`config.mk`:
```
export PLATFORM = sky130hd
export DESIGN_NAME = spi_slave_reg_ctrl_flat
export DESIGN_NICKNAME = d
export VERILOG_FILES = /design/src/rtl/spi_slave_reg_ctrl_if.sv /design/src/rtl/spi_slave_reg_ctrl.sv /design/src/flat_wrapper.sv
export SDC_FILE = /design/constraint.sdc
export NUM_CORES = 1
export LEC_CHECK = 0
export ABC_AREA = 1
export CORE_ASPECT_RATIO = 2
export CORE_MARGIN = 2
export CORE_UTILIZATION = 40
export DETAILED_ROUTE_END_ITERATION = 8
export GPL_ROUTABILITY_DRIVEN = 0
export GPL_TIMING_DRIVEN = 0
export HOLD_SLACK_MARGIN = 0.1
export SYNTH_ARGS = -nofsm -noshare
export SYNTH_HDL_FRONTEND = slang
export SYNTH_SLANG_ARGS = --single-unit
```
`constraint.sdc`:
```
create_clock -name CLK -period 4.71 [get_ports CLK]
set_clock_uncertainty 0.05 [all_clocks]
set_input_delay 0.942 -clock CLK [delete_from_list [all_inputs] [get_ports CLK]]
set_output_delay 0.942 -clock CLK [all_outputs]
set_load 0.02 [all_outputs]
```
`src/rtl/spi_slave_reg_ctrl_if.sv`:
```
// Bus between the CLK-domain register controller and the SPI byte engine / FPGA fabric.
// REG_Q exposes the whole register file, register k at [8k+7:8k].
interface spi_slave_reg_ctrl_if #(
    parameter int NREGS = 16,
    parameter int AW    = 4
);
    logic               SS;
    logic               END_BIT;
    logic [7:0]         DATA_IN;
    logic [7:0]         DATA_OUT;
    logic [8*NREGS-1:0] REG_Q;
    logic               WR_STB;
    logic [AW-1:0]      WR_ADDR;
    logic [7:0]         WR_DATA;
    logic               BUSY;
    logic               ERR;

    modport master (
        output SS, END_BIT, DATA_IN,
        input  DATA_OUT, REG_Q, WR_STB, WR_ADDR, WR_DATA, BUSY, ERR
    );

    modport slave (
        input  SS, END_BIT, DATA_IN,
        output DATA_OUT, REG_Q, WR_STB, WR_ADDR, WR_DATA, BUSY, ERR
    );
endinterface

```
`src/rtl/spi_slave_reg_ctrl.sv`:
```
// Sequences the SCLK-domain SPI byte engine from the CLK domain: byte0 is {RW, ADDR[6:0]},
// later bytes are an auto-incrementing burst into or out of an NREGS x 8 register file.
module spi_slave_reg_ctrl #(
    parameter int         NREGS   = 16,
    parameter int         AW      = 4,
    parameter logic [7:0] IDLE_TX = 8'hA5
) (
    input  logic               CLK,
    input  logic               RST_N,
    spi_slave_reg_ctrl_if.slave bus
);

    typedef enum logic [1:0] {IDLE, CMD, DATA} state_t;

    state_t state, state_next;

    logic ss_p0, ss_p1, ss_p2;
    logic eb_p0, eb_p1, eb_p2;
    logic ss_fall, byte_done;
    logic cmd_done, data_done;

    logic       rw;
    logic [6:0] addr;
    logic [6:0] addr_inc;
    logic [7:0] regs [NREGS];
    logic [7:0] data_out;
    logic       wr_stb;
    logic [AW-1:0] wr_addr;
    logic [7:0] wr_data;
    logic       err;

    function automatic logic in_range(input logic [6:0] a);
        return (32'(a) < NREGS);
    endfunction

    function automatic logic [7:0] rd_byte(input logic [6:0] a);
        return in_range(a) ? regs[a[AW-1:0]] : 8'hFF;
    endfunction

    // Stage p0/p1: 2-FF synchronisers; p2: extra stage for edge detection
    always_ff @(posedge CLK or negedge RST_N) begin
        if (!RST_N) begin
            ss_p0 <= 1'b0;
            ss_p1 <= 1'b0;
            ss_p2 <= 1'b0;
            eb_p0 <= 1'b0;
            eb_p1 <= 1'b0;
            eb_p2 <= 1'b0;
        end else begin
            ss_p0 <= bus.SS;
            ss_p1 <= ss_p0;
            ss_p2 <= ss_p1;
            eb_p0 <= bus.END_BIT;
            eb_p1 <= eb_p0;
            eb_p2 <= eb_p1;
        end
    end

    // Sync chains reset to 0, so SS held low across reset release never looks like a new frame.
    assign ss_fall   = ss_p2 & ~ss_p1;
    assign byte_done = eb_p2 & ~eb_p1 & ~ss_p1;
    assign addr_inc  = addr + 7'd1;

    always_ff @(posedge CLK or negedge RST_N) begin
        if (!RST_N) state <= IDLE;
        else        state <= state_next;
    end

    always_comb begin
        state_next = state;
        cmd_done   = 1'b0;
        data_done  = 1'b0;
        case (state)
            IDLE: if (ss_fall) state_next = CMD;
            CMD: begin
                if (ss_p1) begin
                    state_next = IDLE;
                end else if (byte_done) begin
                    cmd_done   = 1'b1;
                    state_next = DATA;
                end
            end
            DATA: begin
                if (ss_p1) state_next = IDLE;
                else if (byte_done) data_done = 1'b1;
            end
            default: state_next = IDLE;
        endcase
    end

    // Stage p3: command decode, register file update and next transmit byte
    always_ff @(posedge CLK or negedge RST_N) begin
        if (!RST_N) begin
            rw       <= 1'b0;
            addr     <= 7'd0;
            data_out <= IDLE_TX;
            wr_stb   <= 1'b0;
            wr_addr  <= '0;
            wr_data  <= 8'd0;
            err      <= 1'b0;
            for (int k = 0; k < NREGS; k++) regs[k] <= 8'd0;
        end else begin
            wr_stb <= 1'b0;
            err    <= 1'b0;
            if (ss_p1 || state == IDLE) data_out <= IDLE_TX;
            if (cmd_done) begin
                rw   <= bus.DATA_IN[7];
                addr <= bus.DATA_IN[6:0];
                if (bus.DATA_IN[7]) begin
                    data_out <= rd_byte(bus.DATA_IN[6:0]);
                    err      <= ~in_range(bus.DATA_IN[6:0]);
                end
            end
            if (data_done) begin
                if (!rw) begin
                    if (in_range(addr)) begin
                        regs[addr[AW-1:0]] <= bus.DATA_IN;
                        wr_stb  <= 1'b1;
                        wr_addr <= addr[AW-1:0];
                        wr_data <= bus.DATA_IN;
                    end else begin
                        err <= 1'b1;
                    end
                end else begin
                    // Received byte is a dummy during reads; prefetch the next address instead.
                    data_out <= rd_byte(addr_inc);
                    err      <= ~in_range(addr_inc);
                end
                addr <= addr_inc;
            end
        end
    end

    for (genvar k = 0; k < NREGS; k++) begin : g_regq
        assign bus.REG_Q[8*k +: 8] = regs[k];
    end

    assign bus.DATA_OUT = data_out;
    assign bus.WR_STB   = wr_stb;
    assign bus.WR_ADDR  = wr_addr;
    assign bus.WR_DATA  = wr_data;
    assign bus.ERR      = err;
    assign bus.BUSY     = (state != IDLE);

endmodule

```
`src/flat_wrapper.sv`:
```
// flat-port wrapper written by rule: the top's interface ports become plain ports
module spi_slave_reg_ctrl_flat 
#(
    parameter int         NREGS   = 16,
    parameter int         AW      = 4,
    parameter logic [7:0] IDLE_TX = 8'hA5
)
  (CLK, RST_N, bus_SS, bus_END_BIT, bus_DATA_IN, bus_DATA_OUT, bus_REG_Q, bus_WR_STB, bus_WR_ADDR, bus_WR_DATA, bus_BUSY, bus_ERR);
  spi_slave_reg_ctrl_if #(.NREGS(NREGS), .AW(AW)) bus_i ();
  input  logic CLK;
  input  logic RST_N;
  input wire logic [$bits(bus_i.SS)-1:0] bus_SS;
  input wire logic [$bits(bus_i.END_BIT)-1:0] bus_END_BIT;
  input wire logic [$bits(bus_i.DATA_IN)-1:0] bus_DATA_IN;
  output wire logic [$bits(bus_i.DATA_OUT)-1:0] bus_DATA_OUT;
  output wire logic [$bits(bus_i.REG_Q)-1:0] bus_REG_Q;
  output wire logic [$bits(bus_i.WR_STB)-1:0] bus_WR_STB;
  output wire logic [$bits(bus_i.WR_ADDR)-1:0] bus_WR_ADDR;
  output wire logic [$bits(bus_i.WR_DATA)-1:0] bus_WR_DATA;
  output wire logic [$bits(bus_i.BUSY)-1:0] bus_BUSY;
  output wire logic [$bits(bus_i.ERR)-1:0] bus_ERR;
  assign bus_i.SS = bus_SS;
  assign bus_i.END_BIT = bus_END_BIT;
  assign bus_i.DATA_IN = bus_DATA_IN;
  assign bus_DATA_OUT = bus_i.DATA_OUT;
  assign bus_REG_Q = bus_i.REG_Q;
  assign bus_WR_STB = bus_i.WR_STB;
  assign bus_WR_ADDR = bus_i.WR_ADDR;
  assign bus_WR_DATA = bus_i.WR_DATA;
  assign bus_BUSY = bus_i.BUSY;
  assign bus_ERR = bus_i.ERR;
  spi_slave_reg_ctrl #(.NREGS(NREGS), .AW(AW), .IDLE_TX(IDLE_TX)) u_core (.CLK(CLK), .RST_N(RST_N), .bus(bus_i));
endmodule
```
### After elaboration in Yosys (flattened, before gate mapping)

Index checks and enable logic that the tools add are counted.

| word-level totals | value |
|---|---|
| input bits | 12 |
| output and inout bits | 151 |
| flip-flop bits (word level) | 166 |
| word-level logic and storage cells | 96 |

| operators by class | value |
|---|---|
| $lt $le $gt $ge | 7 |
| mux-type cells | 35 |
| equality and inequality tests | 5 |
| reductions and logical operators | 7 |
| add/sub/neg operators | 1 |
| bitwise gates (word level) | 11 |

Operator list:

| kind | number |
|---|---|
| 128-bit bitwise mux | 1 |
| 8-bit two-way mux | 12 |
| 8-bit binary-select mux with 4-bit select | 2 |
| 8-bit demux with 4-bit select | 1 |
| 7-bit by 5-bit less-than comparator with 1-bit output, second input constant | 3 |
| 5-bit greater-or-equal comparator, second input constant | 3 |
| 4-bit NOT with 5-bit output | 3 |
| 7-bit two-way mux | 2 |
| 1-bit two-way mux | 12 |
| 2-bit two-way mux | 4 |
| 7-bit by 1-bit adder with 7-bit output, second input constant | 1 |
| 2-bit one-hot mux with 3 select lines | 1 |
| 3-bit AND reduction | 2 |
| 5-bit by 1-bit less-than comparator with 1-bit output, second input constant | 1 |
| 1-bit NOT | 5 |
| 2-bit by 1-bit != test with 1-bit output, second input constant | 2 |
| 2-bit nonzero test | 2 |
| 1-bit AND | 3 |
| 3-bit by 1-bit != test with 1-bit output, second input constant | 1 |
| 2-bit by 1-bit == test with 1-bit output, second input constant | 1 |
| 2-bit == test, second input constant | 1 |
| 2-bit zero test | 1 |
| 1-bit logical AND | 1 |
| 1-bit logical OR | 1 |

### Logic depth before layout (Yosys ltp)

| logic depth | value |
|---|---|
| word-level depth | 10 |
| mapped depth | 13 |
| depth with buffers taken out | 10 |

### Worst setup path after synthesis

OpenSTA, ideal clock, no wires.

| path | value |
|---|---|
| kind | input to register |
| start | input bus_DATA_IN[0] |
| end | register u_core.data_out[3], in the netlist u_core.bus.DATA_OUT[3] |
| slack | 2,609 ps |
| arrival time | 1,927 ps |
| stages on the path | 11 |
| path buffers | 3 |
| cells stage by stage | buf_2 -> inv_1 -> buf_2 -> buf_4 -> nand2_1 -> nand3_1 -> nand3_1 -> nand3_1 -> nand3_1 -> nand2_1 -> a21oi_1 |

| between the ends | value |
|---|---|
| word-level cells in the longest chain between the ends | 9 |
| elaborated cells between the ends (all ways) | 10 |

Ends and longest elaborated chain:

| item | line | text |
|---|---|---|
| start, declared | flat_wrapper.sv:14 | `input wire logic [$bits(bus_i.DATA_IN)-1:0] bus_DATA_IN;` |
| 4-bit NOT with 5-bit output (implied by the code) | spi_slave_reg_ctrl.sv:37 | `return in_range(a) ? regs[a[AW-1:0]] : 8'hFF;` |
| 8-bit binary-select mux with 4-bit select | spi_slave_reg_ctrl.sv:37 |  |
| 8-bit two-way mux (implied by the code) (2 in series) | spi_slave_reg_ctrl.sv:37 |  |
| 8-bit two-way mux * | spi_slave_reg_ctrl.sv:37 |  |
| 8-bit two-way mux * | spi_slave_reg_ctrl.sv:109 | `if (bus.DATA_IN[7]) begin` |
| 8-bit two-way mux * | spi_slave_reg_ctrl.sv:106 | `if (cmd_done) begin` |
| 8-bit two-way mux | spi_slave_reg_ctrl.sv:115 | `if (!rw) begin` |
| 8-bit two-way mux * | spi_slave_reg_ctrl.sv:114 | `if (data_done) begin` |
| end signal, assigned | spi_slave_reg_ctrl.sv:110 | `data_out <= rd_byte(bus.DATA_IN[6:0]);` |
| end signal, assigned | spi_slave_reg_ctrl.sv:126 | `data_out <= rd_byte(addr_inc);` |
| end, declared | spi_slave_reg_ctrl.sv:26 | `logic [7:0] data_out;` |

Mark *: on every way between the ends. The rest lies on a longest branch, timed or not. The select of a mux whose other input is x is not followed.
A chain may end at the register's enable or synchronous reset.

### Worst setup path after layout

| path | value |
|---|---|
| start | register u_core.addr[0] |
| end | register u_core.data_out[1], in the netlist u_core.bus.DATA_OUT[1] |

| between the ends | value |
|---|---|
| word-level cells in the longest chain between the ends | 8 |
| elaborated cells between the ends (all ways) | 9 |

Ends and longest elaborated chain:

| item | line | text |
|---|---|---|
| start, declared | spi_slave_reg_ctrl.sv:23 | `logic [6:0] addr;` |
| start signal, assigned | spi_slave_reg_ctrl.sv:108 | `addr <= bus.DATA_IN[6:0];` |
| start signal, assigned | spi_slave_reg_ctrl.sv:129 | `addr <= addr_inc;` |
| 7-bit by 1-bit adder with 7-bit output * | spi_slave_reg_ctrl.sv:62 | `assign addr_inc = addr + 7'd1;` |
| 4-bit NOT with 5-bit output (implied by the code) | spi_slave_reg_ctrl.sv:37 |  |
| 8-bit binary-select mux with 4-bit select | spi_slave_reg_ctrl.sv:37 |  |
| 8-bit two-way mux (implied by the code) (2 in series) | spi_slave_reg_ctrl.sv:37 |  |
| 8-bit two-way mux * | spi_slave_reg_ctrl.sv:37 |  |
| 8-bit two-way mux * | spi_slave_reg_ctrl.sv:115 |  |
| 8-bit two-way mux * | spi_slave_reg_ctrl.sv:114 |  |

Marks and branches as above.

==> flow_summary.toml <==
[synth]
top_area_cell_type_share_of_the_netlist_area_pct = 44.15
synthesis.area_per_instance_um2 = 7.550
seq_area_frac_synth_pct = 45.30
synth.top_cells.by_area = "sky130_fd_sc_hd__dfrtp_1 44%, sky130_fd_sc_hd__nand2_1 14%, sky130_fd_sc_hd__nand3_1 8.8%"
synthesized_netlist_cell_count = 1216
synth_seq_cells = 166
post_synth_num_cell_types = 33
mappedNetlistArea_um2 = 9181
count_of_warnings_emitted_by_yosys = 0
synth_top_area_cell = "sky130_fd_sc_hd__dfrtp_1"
synthesis.nets = 1232

[setup_path]
worst-endpoint-arrival_ns = 3.76
timing.critical_path.from_type = "flip-flop"
cpPeakStageDelay_ns = 0.61
critPathMaxFanout = 11
crit_slowest_cell = "sky130_fd_sc_hd__clkbuf_1"
cpLargestDelayFamily = "buffers and inverters"
end_kind = "flip-flop"
critical_path.n_buffers_inverters = 4
critPathMostFrequentCell = "sky130_fd_sc_hd__nand3_1"
worst-setup-path-type = "flip-flop to flip-flop"
critPathRequiredTime_ns = 5.05
reg2regPathDepth = 11
critical_path_cell_count = 11
crit_path_cells = "clkinv_1 > clkbuf_1 > ha_1 > clkbuf_1 > clkbuf_1 > nand3_1 > nand3_1 > nand3_1 > nand3_1 > nor2_1 > a21oi_1"

[finish]
layout.filler_cells = 2229
nNetsFinal = 1410
final_layout_size_suffix_gt1_share_pct = 9.097
layoutNonFillerInstCount = 1687
flow.area_growth_from_synthesis_pct = 28.81
postLayoutCoreUtil_pct = 52.23
num_antenna_cells = 0
storage_element_area_um2 = 4159
multiInputGateArea_um2 = 4091

[grt]
groute.layer.met3.usage_pct = 6.489
globalRouteOverflowTotal = 0
grt_antenna_before_repair = 0
vias_in_the_first_global_route = 9324
globalRouteMet2Util_pct = 54.95
globalRouteTotalUtil_pct = 31.93
grt_max_degree = 98
first_pass_grt_wire_length_mm = 56.81
globalRouteMet1Util_pct = 33.68
global_route.peak_usage_layer = "met2"

[pwr]
ir_drop_uv = 292.0
seq_power_share_pct = 31.9
leakage_nw = 6.023
power.clock.fraction_pct = 34.3
report.power.total_mw = 4.744
internal_power_mw = 2.902
share_of_power_burned_in_combinational_logic_pct = 33.8
p_switching_mw = 1.842
power.density_cell_area_nw_per_um2 = 401.2
p_sw_share_pct = 38.83

[sta]
hold_ws_ns = 0.2999
finalSetupViolations = 0
slew_viol_final = 0
max_slew.worst_pin.slew_ns = 1.007
setup_total_negative_slack_ns = 0
finalCritPeriodShare_pct = 72.77
fmax_mhz = 291.7
timing.final.hold_violations = 0
finalWorstPathRequiredPeriod_ns = 3.428
grt_setup_unrepaired = "false"
max_slew_margin_pct = 32.89

[cts]
cts_resized = 0
postCtsSetupRepairBufs = 0
cts-hold-fix-buffers = 0
root_buffer = "sky130_fd_sc_hd__clkbuf_16"
tritoncts.num_buffers = 17
cts_tree = "done"
clock_sinks = 166
clock_tree.htree_level_count = 4
worst_setup_hold_path_clk_slew_ns = 0.07
clk_latency_ns = 0.46
clock_path_buffers = 2

[floorplan]
die_width_um = 111.1
core_outline_area_um2 = 22640
fp.dieH_um = 218.3
std_cell_rows = 78
fp.dieArea_um2 = 24260
floorplan.initialDensity_pct = 40.55
io_pins = 163

[routing]
average_wire_per_standard_cell_um = 23.13
detail_route.drc_violations = 0
antenna_violating_nets_post_route = 0
drt-initial-drc-count = 1189
routed_wl_mm = 39.02
routed-via-count = 9735
viasPerCell = 5.771
detailed_routing_iterations_pass_1 = 8

[worst_hold_path]
hp-class = "flip-flop to flip-flop"
whs_path_cells = 0

[job]
maxCapViolCount = 0

[outcome]
status = "completed"

[place]
dp_cell_count = 1655
dp_hpwl_mm = 29.15
portBuffers = 158
[placed cells by master, fill, tap and decap left out, types with 6 or more instances in the layout]
cell	n
sky130_fd_sc_hd__nand2_1	347
sky130_fd_sc_hd__dfrtp_1	162
sky130_fd_sc_hd__nand3_1	161
sky130_fd_sc_hd__clkdlybuf4s50_1	157
sky130_fd_sc_hd__inv_1	124
sky130_fd_sc_hd__o21ai_1	88
sky130_fd_sc_hd__o21ai_0	82
sky130_fd_sc_hd__a21oi_1	46
sky130_fd_sc_hd__clkbuf_1	39
sky130_fd_sc_hd__o211ai_1	29
sky130_fd_sc_hd__o21ai_2	24
sky130_fd_sc_hd__buf_2	22
sky130_fd_sc_hd__nor2_1	20
sky130_fd_sc_hd__clkbuf_16	17
sky130_fd_sc_hd__nand2_2	15
sky130_fd_sc_hd__buf_6	15
sky130_fd_sc_hd__bufinv_16	6
[sequential cells by signal, indices dropped and copies added (netlist names), 2 cells and up]
| signal | flops |
|---|---|
| u_core.bus.REG_Q | 128 |
| u_core.bus.DATA_OUT | 8 |
| u_core.bus.WR_DATA | 8 |
| u_core.addr | 7 |
| u_core.bus.WR_ADDR | 4 |
| u_core.state | 2 |
[final timing paths]
path                                                          to                       start  slack (ns)
worst max-delay path            u_core.bus.DATA_OUT[1]$_DFF_PN0_  u_core.addr[0]$_DFFE_PN0P_        1.28
worst min-delay path                      u_core.eb_p1$_DFF_PN0_      u_core.eb_p0$_DFF_PN0_        0.30
worst max register to register  u_core.bus.DATA_OUT[1]$_DFF_PN0_  u_core.addr[0]$_DFFE_PN0P_        1.28
worst min register to register            u_core.eb_p1$_DFF_PN0_      u_core.eb_p0$_DFF_PN0_        0.30
max in group asynchronous                 u_core.eb_p2$_DFF_PN0_                       RST_N        3.33
min in group asynchronous       u_core.bus.REG_Q[55]$_DFFE_PN0P_                       RST_N        0.37
[stage by stage]
stage,worst slack (ns),area [um2]
final,1.282,11830
after global routing,1.219,11830
after CTS,1.512,11830
after detailed placement,1.534,11150
after global placement,-4.216,11110
after floorplan,2.609,9181
[power by group through the flow]
stage	registers, mW	logic (mW)	clock network (mW)
2_1_floorplan	1.53	0.946	0
5_1_grt	1.52	1.66	1.70
6_report	1.51	1.60	1.63
3_3_place_gp	1.54	1.51	0
4_1_cts	1.51	1.51	1.64
3_5_place_dp	1.54	1.51	0
[layer usage]
metal  wire length (um)  vias to the layer above  part of all wire, %
met5                  0                        -                    0
met1              13120                     4536                   34
met4               3476                        0                  8.9
li1                   -                     4356                    -
met2              19270                      626                   49
met3               3150                      217                  8.1
[area by class of cell]
type                       instances  share of cell area [%]
clock buffer                      18                   3.714
clock inverter                    14                   2.042
sequential                       166                   35.17
tap                              280                   2.962
buffer                            80                   3.756
multi-input combinational        841                   34.60
inverter                         129                   4.116
timing repair buffer             159                   13.65
[cells in the mapped netlist]
library cell,n
sky130_fd_sc_hd__o21ai_2,24
sky130_fd_sc_hd__o22ai_1,1
sky130_fd_sc_hd__nor2_2,1
sky130_fd_sc_hd__buf_2,22
sky130_fd_sc_hd__o211ai_1,29
sky130_fd_sc_hd__nand2_2,15
sky130_fd_sc_hd__nand3_1,161
sky130_fd_sc_hd__nor2_8,3
sky130_fd_sc_hd__nand4_2,1
sky130_fd_sc_hd__inv_4,1
sky130_fd_sc_hd__inv_1,124
sky130_fd_sc_hd__nor2_4,4
sky130_fd_sc_hd__buf_4,1
sky130_fd_sc_hd__clkinv_1,2
sky130_fd_sc_hd__buf_6,15
sky130_fd_sc_hd__clkbuf_1,39
sky130_fd_sc_hd__o21ai_1,88
sky130_fd_sc_hd__a41oi_1,3
sky130_fd_sc_hd__nor2_1,20
sky130_fd_sc_hd__buf_1,3
sky130_fd_sc_hd__nand4_1,3
sky130_fd_sc_hd__dfrtp_1,162
sky130_fd_sc_hd__ha_1,4
sky130_fd_sc_hd__o221ai_1,4
sky130_fd_sc_hd__nor3_1,1
sky130_fd_sc_hd__o21ai_0,82
sky130_fd_sc_hd__nand2_1,347
sky130_fd_sc_hd__inv_2,2
sky130_fd_sc_hd__a22oi_1,2
sky130_fd_sc_hd__dfstp_2,4
sky130_fd_sc_hd__nand3_4,1
sky130_fd_sc_hd__a211oi_1,1
sky130_fd_sc_hd__a21oi_1,46
[cell families after synthesis]
group	count (synthesis)	share of synthesized area [%]
AND/OR/NAND/NOR	557	26.60
AO/OA/AOI/OAI	280	17.42
buffers and inverters	209	10.14
flip-flops	166	45.30
adder cells (fa/ha/maj)	4	0.5451
(Power assumes the default switching activity.)
